<file path="config.mk">
export PLATFORM = sky130hd
export DESIGN_NAME = alu_vec_driver
export DESIGN_NICKNAME = d
export VERILOG_FILES = /design/src/rtl/alu_vec_driver.sv
export SDC_FILE = /design/constraint.sdc
export NUM_CORES = 1
export LEC_CHECK = 0
export CAP_MARGIN = 20
export CORE_MARGIN = 2
export CORE_UTILIZATION = 65
export CTS_BUF_LIST = sky130_fd_sc_hd__clkbuf_16
export DETAILED_ROUTE_END_ITERATION = 16
export PLACE_DENSITY_LB_ADDON = 0.12
export RECOVER_POWER = 100
export SYNTH_ARGS = -nofsm -noshare
export SYNTH_HDL_FRONTEND = slang
export SYNTH_SLANG_ARGS = --single-unit
</file>
<file path="constraint.sdc">
create_clock -name clk -period 8.6 [get_ports clk]
set_clock_uncertainty 0.15 [all_clocks]
set_input_delay 0.86 -clock clk [delete_from_list [all_inputs] [get_ports clk]]
set_output_delay 0.86 -clock clk [all_outputs]
set_load 0.05 [all_outputs]
</file>
<file path="src/rtl/alu_vec_driver.sv">
// Vector replay/check engine for registered ALU DUTs: buffers host-loaded vectors,
// drives each one for HOLD cycles, scores the DUT response and keeps run statistics.
module alu_vec_driver #(
  parameter int unsigned WIDTH = 16,
  parameter int unsigned OP_W  = 4,
  parameter int unsigned DEPTH = 16,
  parameter int unsigned HOLD  = 2,
  parameter int unsigned CNT_W = 16
) (
  input  logic                     clk,
  input  logic                     rst_n,
  input  logic                     start,
  input  logic                     abort,
  input  logic                     ld_valid,
  output logic                     ld_ready,
  input  logic [OP_W-1:0]          ld_op,
  input  logic [WIDTH-1:0]         ld_a,
  input  logic [WIDTH-1:0]         ld_b,
  input  logic [WIDTH-1:0]         ld_exp_y,
  input  logic [2:0]               ld_exp_flags,
  output logic [OP_W-1:0]          dut_op,
  output logic [WIDTH-1:0]         dut_a,
  output logic [WIDTH-1:0]         dut_b,
  input  logic [WIDTH-1:0]         dut_y,
  input  logic                     dut_z,
  input  logic                     dut_c,
  input  logic                     dut_v,
  output logic [$clog2(DEPTH):0]   count,
  output logic                     busy,
  output logic                     done,
  output logic [CNT_W-1:0]         pass_cnt,
  output logic [CNT_W-1:0]         fail_cnt,
  output logic [CNT_W-1:0]         first_fail_idx
);

  localparam int unsigned AW = $clog2(DEPTH);
  localparam int unsigned CW = AW + 1;
  localparam int unsigned HW = $clog2(HOLD);
  localparam int unsigned DW = OP_W + 2 * WIDTH;
  localparam int unsigned EW = DW + WIDTH + 3;

  typedef enum logic [1:0] {StIdle, StRun, StDone} state_e;

  state_e            state_q, state_d;

  logic [EW-1:0]     mem [DEPTH];
  logic [AW-1:0]     wr_ptr_q, rd_ptr_q, rd_ptr_nxt;
  logic [CW-1:0]     count_q;
  logic [HW-1:0]     hold_q;

  logic [DW-1:0]     drive_q, drive_d;
  logic [CNT_W-1:0]  pass_q, fail_q, first_fail_q, run_idx_q;

  logic [EW-1:0]     ld_entry, head;
  logic [DW-1:0]     ld_drive, head_drive, next_drive;
  logic [WIDTH-1:0]  head_exp_y;
  logic [2:0]        head_exp_flags;

  logic              in_idle, in_run;
  logic              push, start_run, run_nonempty, run_abort;
  logic              hold_last, score, last_pop, match;

  // ---------------------------------------------------------------------------
  // Decode
  // ---------------------------------------------------------------------------
  assign in_idle  = (state_q == StIdle);
  assign in_run   = (state_q == StRun);

  assign ld_ready = in_idle && (count_q < CW'(DEPTH));
  assign push     = ld_valid && ld_ready;

  assign ld_drive = {ld_op, ld_a, ld_b};
  assign ld_entry = {ld_drive, ld_exp_y, ld_exp_flags};

  assign rd_ptr_nxt     = rd_ptr_q + 1'b1;
  assign head           = mem[rd_ptr_q];
  assign head_drive     = head[EW-1 -: DW];
  assign head_exp_y     = head[WIDTH+2 -: WIDTH];
  assign head_exp_flags = head[2:0];
  assign next_drive     = mem[rd_ptr_nxt][EW-1 -: DW];

  // Abort beats start, so a simultaneous pair in IDLE does nothing.
  assign start_run    = in_idle && start && !abort;
  assign run_nonempty = (count_q != '0) || push;
  assign run_abort    = in_run && abort;

  assign hold_last = in_run && (hold_q == HW'(HOLD - 1));
  assign score     = hold_last && !run_abort;
  assign last_pop  = score && (count_q == CW'(1));

  assign match = (dut_y == head_exp_y) && ({dut_z, dut_c, dut_v} == head_exp_flags);

  // ---------------------------------------------------------------------------
  // Control FSM
  // ---------------------------------------------------------------------------
  always_comb begin
    state_d = state_q;
    case (state_q)
      StIdle: begin
        if (start_run) state_d = run_nonempty ? StRun : StDone;
      end
      StRun: begin
        if (run_abort)     state_d = StIdle;
        else if (last_pop) state_d = StDone;
      end
      StDone:  state_d = StIdle;
      default: state_d = StIdle;
    endcase
  end

  always_ff @(posedge clk or negedge rst_n) begin
    if (!rst_n) begin
      state_q <= StIdle;
    end else begin
      state_q <= state_d;
    end
  end

  // ---------------------------------------------------------------------------
  // Vector FIFO
  // ---------------------------------------------------------------------------
  always_ff @(posedge clk) begin
    if (push) begin
      mem[wr_ptr_q] <= ld_entry;
    end
  end

  // Push only happens in IDLE and pop only in RUN, so they never coincide.
  always_ff @(posedge clk or negedge rst_n) begin
    if (!rst_n) begin
      wr_ptr_q <= '0;
      rd_ptr_q <= '0;
      count_q  <= '0;
    end else if (run_abort) begin
      rd_ptr_q <= wr_ptr_q;
      count_q  <= '0;
    end else begin
      if (push) begin
        wr_ptr_q <= wr_ptr_q + 1'b1;
        count_q  <= count_q + 1'b1;
      end
      if (score) begin
        rd_ptr_q <= rd_ptr_nxt;
        count_q  <= count_q - 1'b1;
      end
    end
  end

  // ---------------------------------------------------------------------------
  // DUT drive and hold timing
  // ---------------------------------------------------------------------------
  always_comb begin
    drive_d = '0;
    if (start_run) begin
      // An entry pushed alongside start into an empty FIFO comes straight from the load port.
      if (run_nonempty) drive_d = (count_q == '0) ? ld_drive : head_drive;
    end else if (in_run && !run_abort) begin
      if (!score)         drive_d = drive_q;
      else if (!last_pop) drive_d = next_drive;
    end
  end

  always_ff @(posedge clk or negedge rst_n) begin
    if (!rst_n) begin
      drive_q <= '0;
      hold_q  <= '0;
    end else begin
      drive_q <= drive_d;
      if (start_run || hold_last) begin
        hold_q <= '0;
      end else if (in_run) begin
        hold_q <= hold_q + 1'b1;
      end
    end
  end

  assign {dut_op, dut_a, dut_b} = drive_q;

  // ---------------------------------------------------------------------------
  // Statistics (all saturating)
  // ---------------------------------------------------------------------------
  always_ff @(posedge clk or negedge rst_n) begin
    if (!rst_n) begin
      pass_q       <= '0;
      fail_q       <= '0;
      first_fail_q <= '1;
      run_idx_q    <= '0;
    end else if (start_run) begin
      pass_q       <= '0;
      fail_q       <= '0;
      first_fail_q <= '1;
      run_idx_q    <= '0;
    end else if (score) begin
      if (run_idx_q != '1) run_idx_q <= run_idx_q + 1'b1;
      if (match) begin
        if (pass_q != '1) pass_q <= pass_q + 1'b1;
      end else begin
        if (fail_q != '1) fail_q <= fail_q + 1'b1;
        if (fail_q == '0) first_fail_q <= run_idx_q;
      end
    end
  end

  assign count          = count_q;
  assign busy           = in_run;
  assign done           = (state_q == StDone);
  assign pass_cnt       = pass_q;
  assign fail_cnt       = fail_q;
  assign first_fail_idx = first_fail_q;

endmodule

</file>
==> results.md, run 1 <==
* Critical Path AT at roughly 6.8 ns
* CP endpoint: mem[3][9]$_DFFE_PP_
* Tmin final at about 6.8 ns
* Vias in the first global route at 25.90k
* Worst Path Buf+Inv at 1
* # nets final at 2737
* Overflow after GRT at 0
* Critical Path Start Type: flop
* Top post-synthesis cells by area: edfxtp_1, mux4_2, dfrtp_1
* Clk pwr share at 0.257
* Critical path depth in cells at 5
* Int Pwr at 11.25 mW
* Clock sink total at approximately 1000
* # resized after CTS at 0
* RePlAce Congestion at 0.8316
* Area growth from synthesis to layout at 13.03%
* Final setup violation count at 0
* Synth Area in Adders at 0.003672
* I/O Buffers at 170
* Share of power burned in registers at 0.363
* Worst-Margin Slew at about 4.7 ns
* Max Root-Sink Buffers at 3
* Compound-Gate Fraction of Synth Area at 0.02322
* Net switching power at between 5 and 6 mW
* 1st-iter DRT viols at 3509
* CTS clock-pin slew for the worst setup and hold paths at 0.06 ns
* Remaining antenna violation count at 0
* Routed WL at around 110000 microns
* Crit path launch: state_q[0]$_DFFE_PN0P_
* Largest net degree at the start of global routing at 127
* Worst skew pair latency at 0.65 ns
* Tcrit/Tclk final at 0.7881
* Die ar. at approximately 70000 sq um
* Fmax at 147.5 MHz
* Setup bufs post-CTS at 0
* Crit-path slowest cell: clkbuf_1
* DR vias at approximately 25k
* Main combinational cell family by area after synthesis: multiplexers
* Initial antenna violation count at 12
* Reg2Reg Capture Point: mem[3][9]$_DFFE_PP_
* Setup CP Type: reg2reg
* Pwr Density at 339.5 nW/um^2
* Non-Filler Instances at 3608
* Reg2Reg Depth at 5
* Ys flop type: edfxtp_1
* Status: finished with violations
* Mux share of post-synthesis cell area at 0.2177
* Via density at roughly 7.1
* # placed instances at between 3k and 4k
* Critical R2R Launch: state_q[0]$_DFFE_PN0P_
* Top-count cell post-synth: edfxtp_1
* Hpwl dp at 55720 microns
* Final Cell Area at ~50000 sq um
* Setup_tns at 0 ns
* R2R setup slack at 1.82 ns
* Core region area at a little under 70000 sq um
* Failing checks: max-capacitance violations, max-slew violations
* FP Rows at 95
* Crit path capture type: flop
* Initial Util at 0.6584
* Warnings from Yosys at 0
* Async SR Flop Fraction at 0.1165
* Share of cells above drive strength 1 at 0.2251
* Cell Area, Synth at 44290 sq um
* Tot GR Track Use at 0.3161
* Logic pwr share at 0.379
* Die height at 265.0 microns
* Worst path required time at 8.59 ns
* TritonRoute pass-1 iters at 6
* Ordered cell list for the critical path: nor3_1, and2_0, nand2_1, nor3_1, clkbuf_1
* Drt wl/cell at 30.11 microns
* Leak at 16.97 nW
* Hold slack at 0.3689 ns
* Commonest cells in the netlist: edfxtp_1, mux4_2, nand2_1, dfrtp_1, clkbuf_1
* CTS root buffer: clkbuf_16
* Synth Area per Inst at 17.79 sq um
* Simple logic cell fraction of the synthesized area at 0.06124
* TritonCTS Buffers at 98
* Post-route DRC violation count at 0
* Yosys reg bits at around 1000
* Count of cell types in the netlist at 55
* Final Hold Fails at 0
* Dpl cell area at 46980 sq um
* Largest fanout on the critical path at 50
* Post-synthesis sequential area ratio at 0.6626
* VDD IR max at 0.3071 mV
* Share of Yosys cell area claimed by the top area cell type at 0.5966
* Xor-xnor portion of the synthesized cell area at 0.01384
* IO Count at 171
* Die width at between 200 and 300 microns
* Post-synthesis cell count at 2490
* RSZ-0062 raised after global routing: no
* Post-CTS Hold Fix Bufs at 0
* Max Slew Vio Count at 867
* Global-route wire length before repair at ~160000 microns
* CTS tree: yes
* Rel. slew slack at -2.165
* Hold Path Class: reg2reg
* Biggest area consumer among synthesized cells: edfxtp_1
* Crit path top cell by count: nor3_1
* Worst stage delay on the critical path at around 3.4 ns
* Post-synth EDFFs at roughly 900
* Synthesized Nets at 2582
* CP top delay family: buffers and inverters
* Switching Share at 0.3380
* Max Cap Violations at 25
* # H-tree levels at 3
power groups by stage:
stage / logic (mW) / registers, mW / clock network (mW)
3_3_place_gp: 6.31 / 6.19 / 0
6_report: 6.45 / 6.17 / 4.37
2_1_floorplan: 4.55 / 6.36 / 0
3_5_place_dp: 6.41 / 6.23 / 0
5_1_grt: 6.82 / 6.22 / 4.59
4_1_cts: 6.47 / 6.15 / 4.41
worst reg2reg max path, delay by kind of cell, from the launching register on:
family / cells / cell delay (ns)
buf+inv: 1 / 3.37
simple gates: 4 / 2.24
flops: 1 / 0.45
state kept, by name (all words and copies together) (netlist names):
register and cells:
drive_q 36, mem 880, rd_ptr_q 4, first_fail_idx 16, pass_cnt 16, run_idx_q 16
hold_q 1, wr_ptr_q 4, fail_cnt 16, count 5, state_q 2
placed cells by master (no fill, tap or decap), types with 25 or more instances in the layout:
cell type,instances
nand3_1,64
a21oi_1,93
inv_1,31
xor2_1,36
edfxtp_1,880
a31oi_1,39
mux4_2,390
nor2_1,92
dlygate4sd3_1,148
buf_4,25
nand3b_1,41
xnor2_1,31
dfrtp_1,96
mux2i_1,77
clkbuf_16,101
nand2_1,283
logic make-up after synthesis:
| kind of cell | count (synthesis) |
|---|---|
| muxes | 475 |
| DFF | 996 |
| and+or+nand+nor | 586 |
| adders and majority gates | 13 |
| buffers and inverters | 174 |
| xor gates and xnor gates | 70 |
| AOI/OAI and AO/OA | 176 |
worst min path at each step:
stage	start	endpoint	cells after the start
floorplan	state_q[1]$_DFFE_PN0P_	state_q[1]$_DFFE_PN0P_	1
global placement	drive_q[35]$_DFFE_PN0P_	drive_q[35]$_DFFE_PN0P_	2
detailed placement	fail_cnt[9]$_DFFE_PN0P_	fail_cnt[9]$_DFFE_PN0P_	1
CTS	rst_n	drive_q[13]$_DFFE_PN0P_	1
global route	fail_cnt[9]$_DFFE_PN0P_	fail_cnt[9]$_DFFE_PN0P_	1
finish	fail_cnt[9]$_DFFE_PN0P_	fail_cnt[9]$_DFFE_PN0P_	1
layer usage:
metal | wire length [microns] | part of all wire | global-route usage | vias to the layer above
met3 | 11760 | 0.11 | 0.05730 | 243
met4 | 3107 | 0.029 | 0.1020 | 6
li1 | - | - | - | 10390
met1 | 39840 | 0.37 | 0.4445 | 13270
met5 | 39 | 0.00036 | 0 | -
met2 | 53880 | 0.50 | 0.5152 | 1589
area by class of cell:
cell class	instances	area, sq um
diodes	7	17.52
flip-flops and latches	996	29360
well taps	873	1092
clock buffers	101	2527
clock inverters	82	762.0
fillers	3792	17210
repair buffers	218	2034
multi-input cells	1320	14230
inverters	11	41.29
metrics by stage:
stage	power, mW	setup WS (ns)	util
3_3_place_gp	12.50	3.607	0.6982
6_report	16.99	1.823	0.7442
4_1_cts	17.03	3.684	0.7472
3_5_place_dp	12.65	3.705	0.6983
5_1_grt	17.63	1.650	0.7441
2_1_floorplan	10.91	1.621	-
No activity file was read; power rests on OpenSTA's default activity.
==> run 2: changes to the inputs <==
--- a/config.mk
+++ b/config.mk
@@ -7,7 +7,7 @@
 export LEC_CHECK = 0
 export CAP_MARGIN = 20
 export CORE_MARGIN = 2
-export CORE_UTILIZATION = 65
+export CORE_UTILIZATION = 55
 export CTS_BUF_LIST = sky130_fd_sc_hd__clkbuf_16
 export DETAILED_ROUTE_END_ITERATION = 16
 export PLACE_DENSITY_LB_ADDON = 0.12
==> constraint.sdc (replaced) <==
create_clock -name clk -period 5.7 [get_ports clk]
set_clock_uncertainty 0.15 [all_clocks]
set_input_delay 0.57 -clock clk [delete_from_list [all_inputs] [get_ports clk]]
set_output_delay 0.57 -clock clk [all_outputs]
set_load 0.05 [all_outputs]
==> run 2 against run 1 <==
Compared with the run above: the run still ends with max-capacitance violations, max-slew violations left; routed wire length grew 3.2%; largest power group unchanged; critical endpoint is now mem[8][2]$_DFFE_PP_; core utilization shrank 11 points; critical path type unchanged; power grew 51%; sequential cell count is the same; sequential power grew 51%.
==> results.md, run 2 (synthesized netlist as in run 1, its figures left out) <==
* R2R setup slack at 0.24 ns (-1.58 ns)
* Initial antenna violation count at 15 (+3)
* Post-CTS Hold Fix Bufs at 1 (+1)
* 1st-iter DRT viols at 2412 (-31%)
* Routed WL at 112100 microns (+3.2%)
* Global-route wire length before repair at 166800 microns (+2.3%)
* Area growth from synthesis to layout at 14.14%
* Worst stage delay on the critical path at 1.58 ns (-1.78 ns)
* Leak at 17.17 nW (+1.2%)
* Core region area at 80160 sq um (+19%)
* Remaining antenna violation count at 0 (unchanged)
* DR vias at 25.12k (-1.5%)
* Final setup violation count at 0 (unchanged)
* Max Root-Sink Buffers at 3 (unchanged)
* Tmin final at 5.462 ns (-1.315 ns)
* Share of cells above drive strength 1 at 0.2316 (+0.006559)
* Critical Path Start Type: flop
* Crit-path slowest cell: clkbuf_2
* CP top delay family: simple AND/OR/NAND/NOR gates
* Setup bufs post-CTS at 0 (unchanged)
* Tcrit/Tclk final at 0.9583 (+0.1702)
* Pwr Density at 507.5 nW/um^2 (+49%)
* Ordered cell list for the critical path: nor3_1, and2_0, nand2_1, nor2_1, clkbuf_2
* Worst-Margin Slew at 3.557 ns (-1.190 ns)
* Global Route met1 Usage at 0.3913 (-0.05319)
* Largest Register: mem
* Hold Path Class: reg2reg
* Most frequent cells in the layout: edfxtp_1, mux4_2, nand2_1, dlygate4sd3_1, clkbuf_16
* Dpl cell area at 47610 sq um (+1.3%)
* TritonCTS Buffers at 103 (+5.1%)
* Drt wl/cell at 29.30 microns (-2.7%)
* GR Layer Usage met3 at 0.05301 (-0.004293)
* Largest regs: mem x880, drive_q x36
* M2 GR Usage at 0.4439 (-0.07129)
* Crit path capture type: flop
* Die ar. at 82820 sq um (+18%)
* # resized after CTS at 0 (unchanged)
* Non-Filler Instances at 3827 (+6.1%)
* GRT Max-Usage Layer: met2
* Die height at 287.8 microns (+8.6%)
* IO Count at 171 (unchanged)
* Vias in the first global route at 25.70k (-0.77%)
* RePlAce Congestion at 0.7847 (-5.6%)
* Most common cell after layout, fill and taps aside: edfxtp_1
* Die width at 287.8 microns (+8.6%)
* VDD IR max at 0.4142 mV (+35%)
* Final Cell Area at 50560 sq um (+0.98%)
* Max reg flops at 880 (unchanged)
* Max Cap Violations at 26 (+4.0%)
* Hold slack at 0.3778 ns (+0.008962 ns)
* Fmax at 183.1 MHz (+24%)
* Worst skew pair latency at 0.67 ns (+0.02 ns)
* FP Rows at 104 (+9.5%)
* Status: finished with violations
* Hpwl dp at 60070 microns (+7.8%)
* Pre-CTS WS at 0.5632 ns (-3.141 ns)
* I/O Buffers at 170 (unchanged)
* CTS tree: yes
* Largest net degree at the start of global routing at 117 (-7.9%)
* Power, Total at 25.66 mW (+51%)
* Post-route DRC violation count at 0 (unchanged)
* Setup CP Type: reg2reg
* Via density at 6.564 (-7.1%)
* Critical Path AT at 5.57 ns (-1.19 ns)
* Worst Setup Slack, final at 0.2376 ns (-1.585 ns)
* CTS clock-pin slew for the worst setup and hold paths at 0.06 ns (about the same)
* RSZ-0062 raised after global routing: no
* Tot GR Track Use at 0.2768 (-0.03930)
* # H-tree levels at 3 (unchanged)
* # nets final at 2767 (+1.1%)
* Setup_tns at 0 ns (unchanged)
* Clock sink total at 996 (unchanged)
* Initial Util at 0.5526 (-0.1058)
* Final Hold Fails at 0 (unchanged)
* CTS root buffer: clkbuf_16
* Worst path required time at 5.81 ns (-2.78 ns)
* Overflow after GRT at 0 (unchanged)
* Largest fanout on the critical path at 44 (-12%)
* TritonRoute pass-1 iters at 7 (+1)
* Worst Path Buf+Inv at 1 (unchanged)
* # placed instances at 3626 (+6.1%)
* Failing checks: max-capacitance violations, max-slew violations
* Rel. slew slack at -1.371 (+0.7933)
* Util after Layout at 0.6307 (-0.1134)
* Max Slew Vio Count at 933 (+7.6%)
## run 2: changes by cell type in the layout (fill, tap and decap cells not counted), sizes merged, moves of 3 or more
cell | before | now
buf | 29 | 40
clkbuf | 121 | 139
diode | 7 | 4
clkinv | 36 | 45
clkinvlp | 8 | 3
bufinv | 15 | 8
inv | 34 | 41
## run 2: cell type report
type	count	area, sq um
Fill cell	5728	29600
Timing Repair Buffer	243	2256
Tap cell	1060	1326
Clock buffer	107	2678
Multi-Input combinational cell	1320	14250
Sequential cell	996	29360
Clock inverter	86	636.9
Antenna cell	4	10.01
Inverter	11	41.29
## run 2: worst paths after layout
| check | cells after the start | start | endpoint |
|---|---|---|---|
| worst max-delay path | 5 | state_q[0]$_DFFE_PN0P_ | mem[8][2]$_DFFE_PP_ |
| worst min-delay path | 2 | drive_q[21]$_DFFE_PN0P_ | drive_q[21]$_DFFE_PN0P_ |
| worst max register to register | 5 | state_q[0]$_DFFE_PN0P_ | mem[8][2]$_DFFE_PP_ |
| worst min register to register | 2 | drive_q[21]$_DFFE_PN0P_ | drive_q[21]$_DFFE_PN0P_ |
| max in group asynchronous | 3 | rst_n | rd_ptr_q[3]$_DFFE_PN0P_ |
| min in group asynchronous | 3 | rst_n | drive_q[2]$_DFFE_PN0P_ |
## run 2: tightest hold or removal path, delay by kind of cell (launching register included)
kind	cells	cell delay (ns)
flip-flops	1	0.34
AND/OR/NAND/NOR	1	0.05
AO/OA/AOI/OAI	1	0.10
## run 2: layer usage
metal / wire length (microns) / vias to the layer above
met5: 60 / -
met4: 3254 / 10
met3: 10490 / 255
met2: 54560 / 1248
met1: 43770 / 13140
li1: - / 10470
## run 2: power by group
group | leakage (nW) | total [mW] | internal (mW) | switching [mW]
Clock | 1.73 | 6.55 | 3.75 | 2.79
Sequential | 9.45 | 9.32 | 8.77 | 0.550
Combinational | 6.00 | 9.79 | 4.34 | 5.45
Total | 17.2 | 25.7 | 16.9 | 8.79
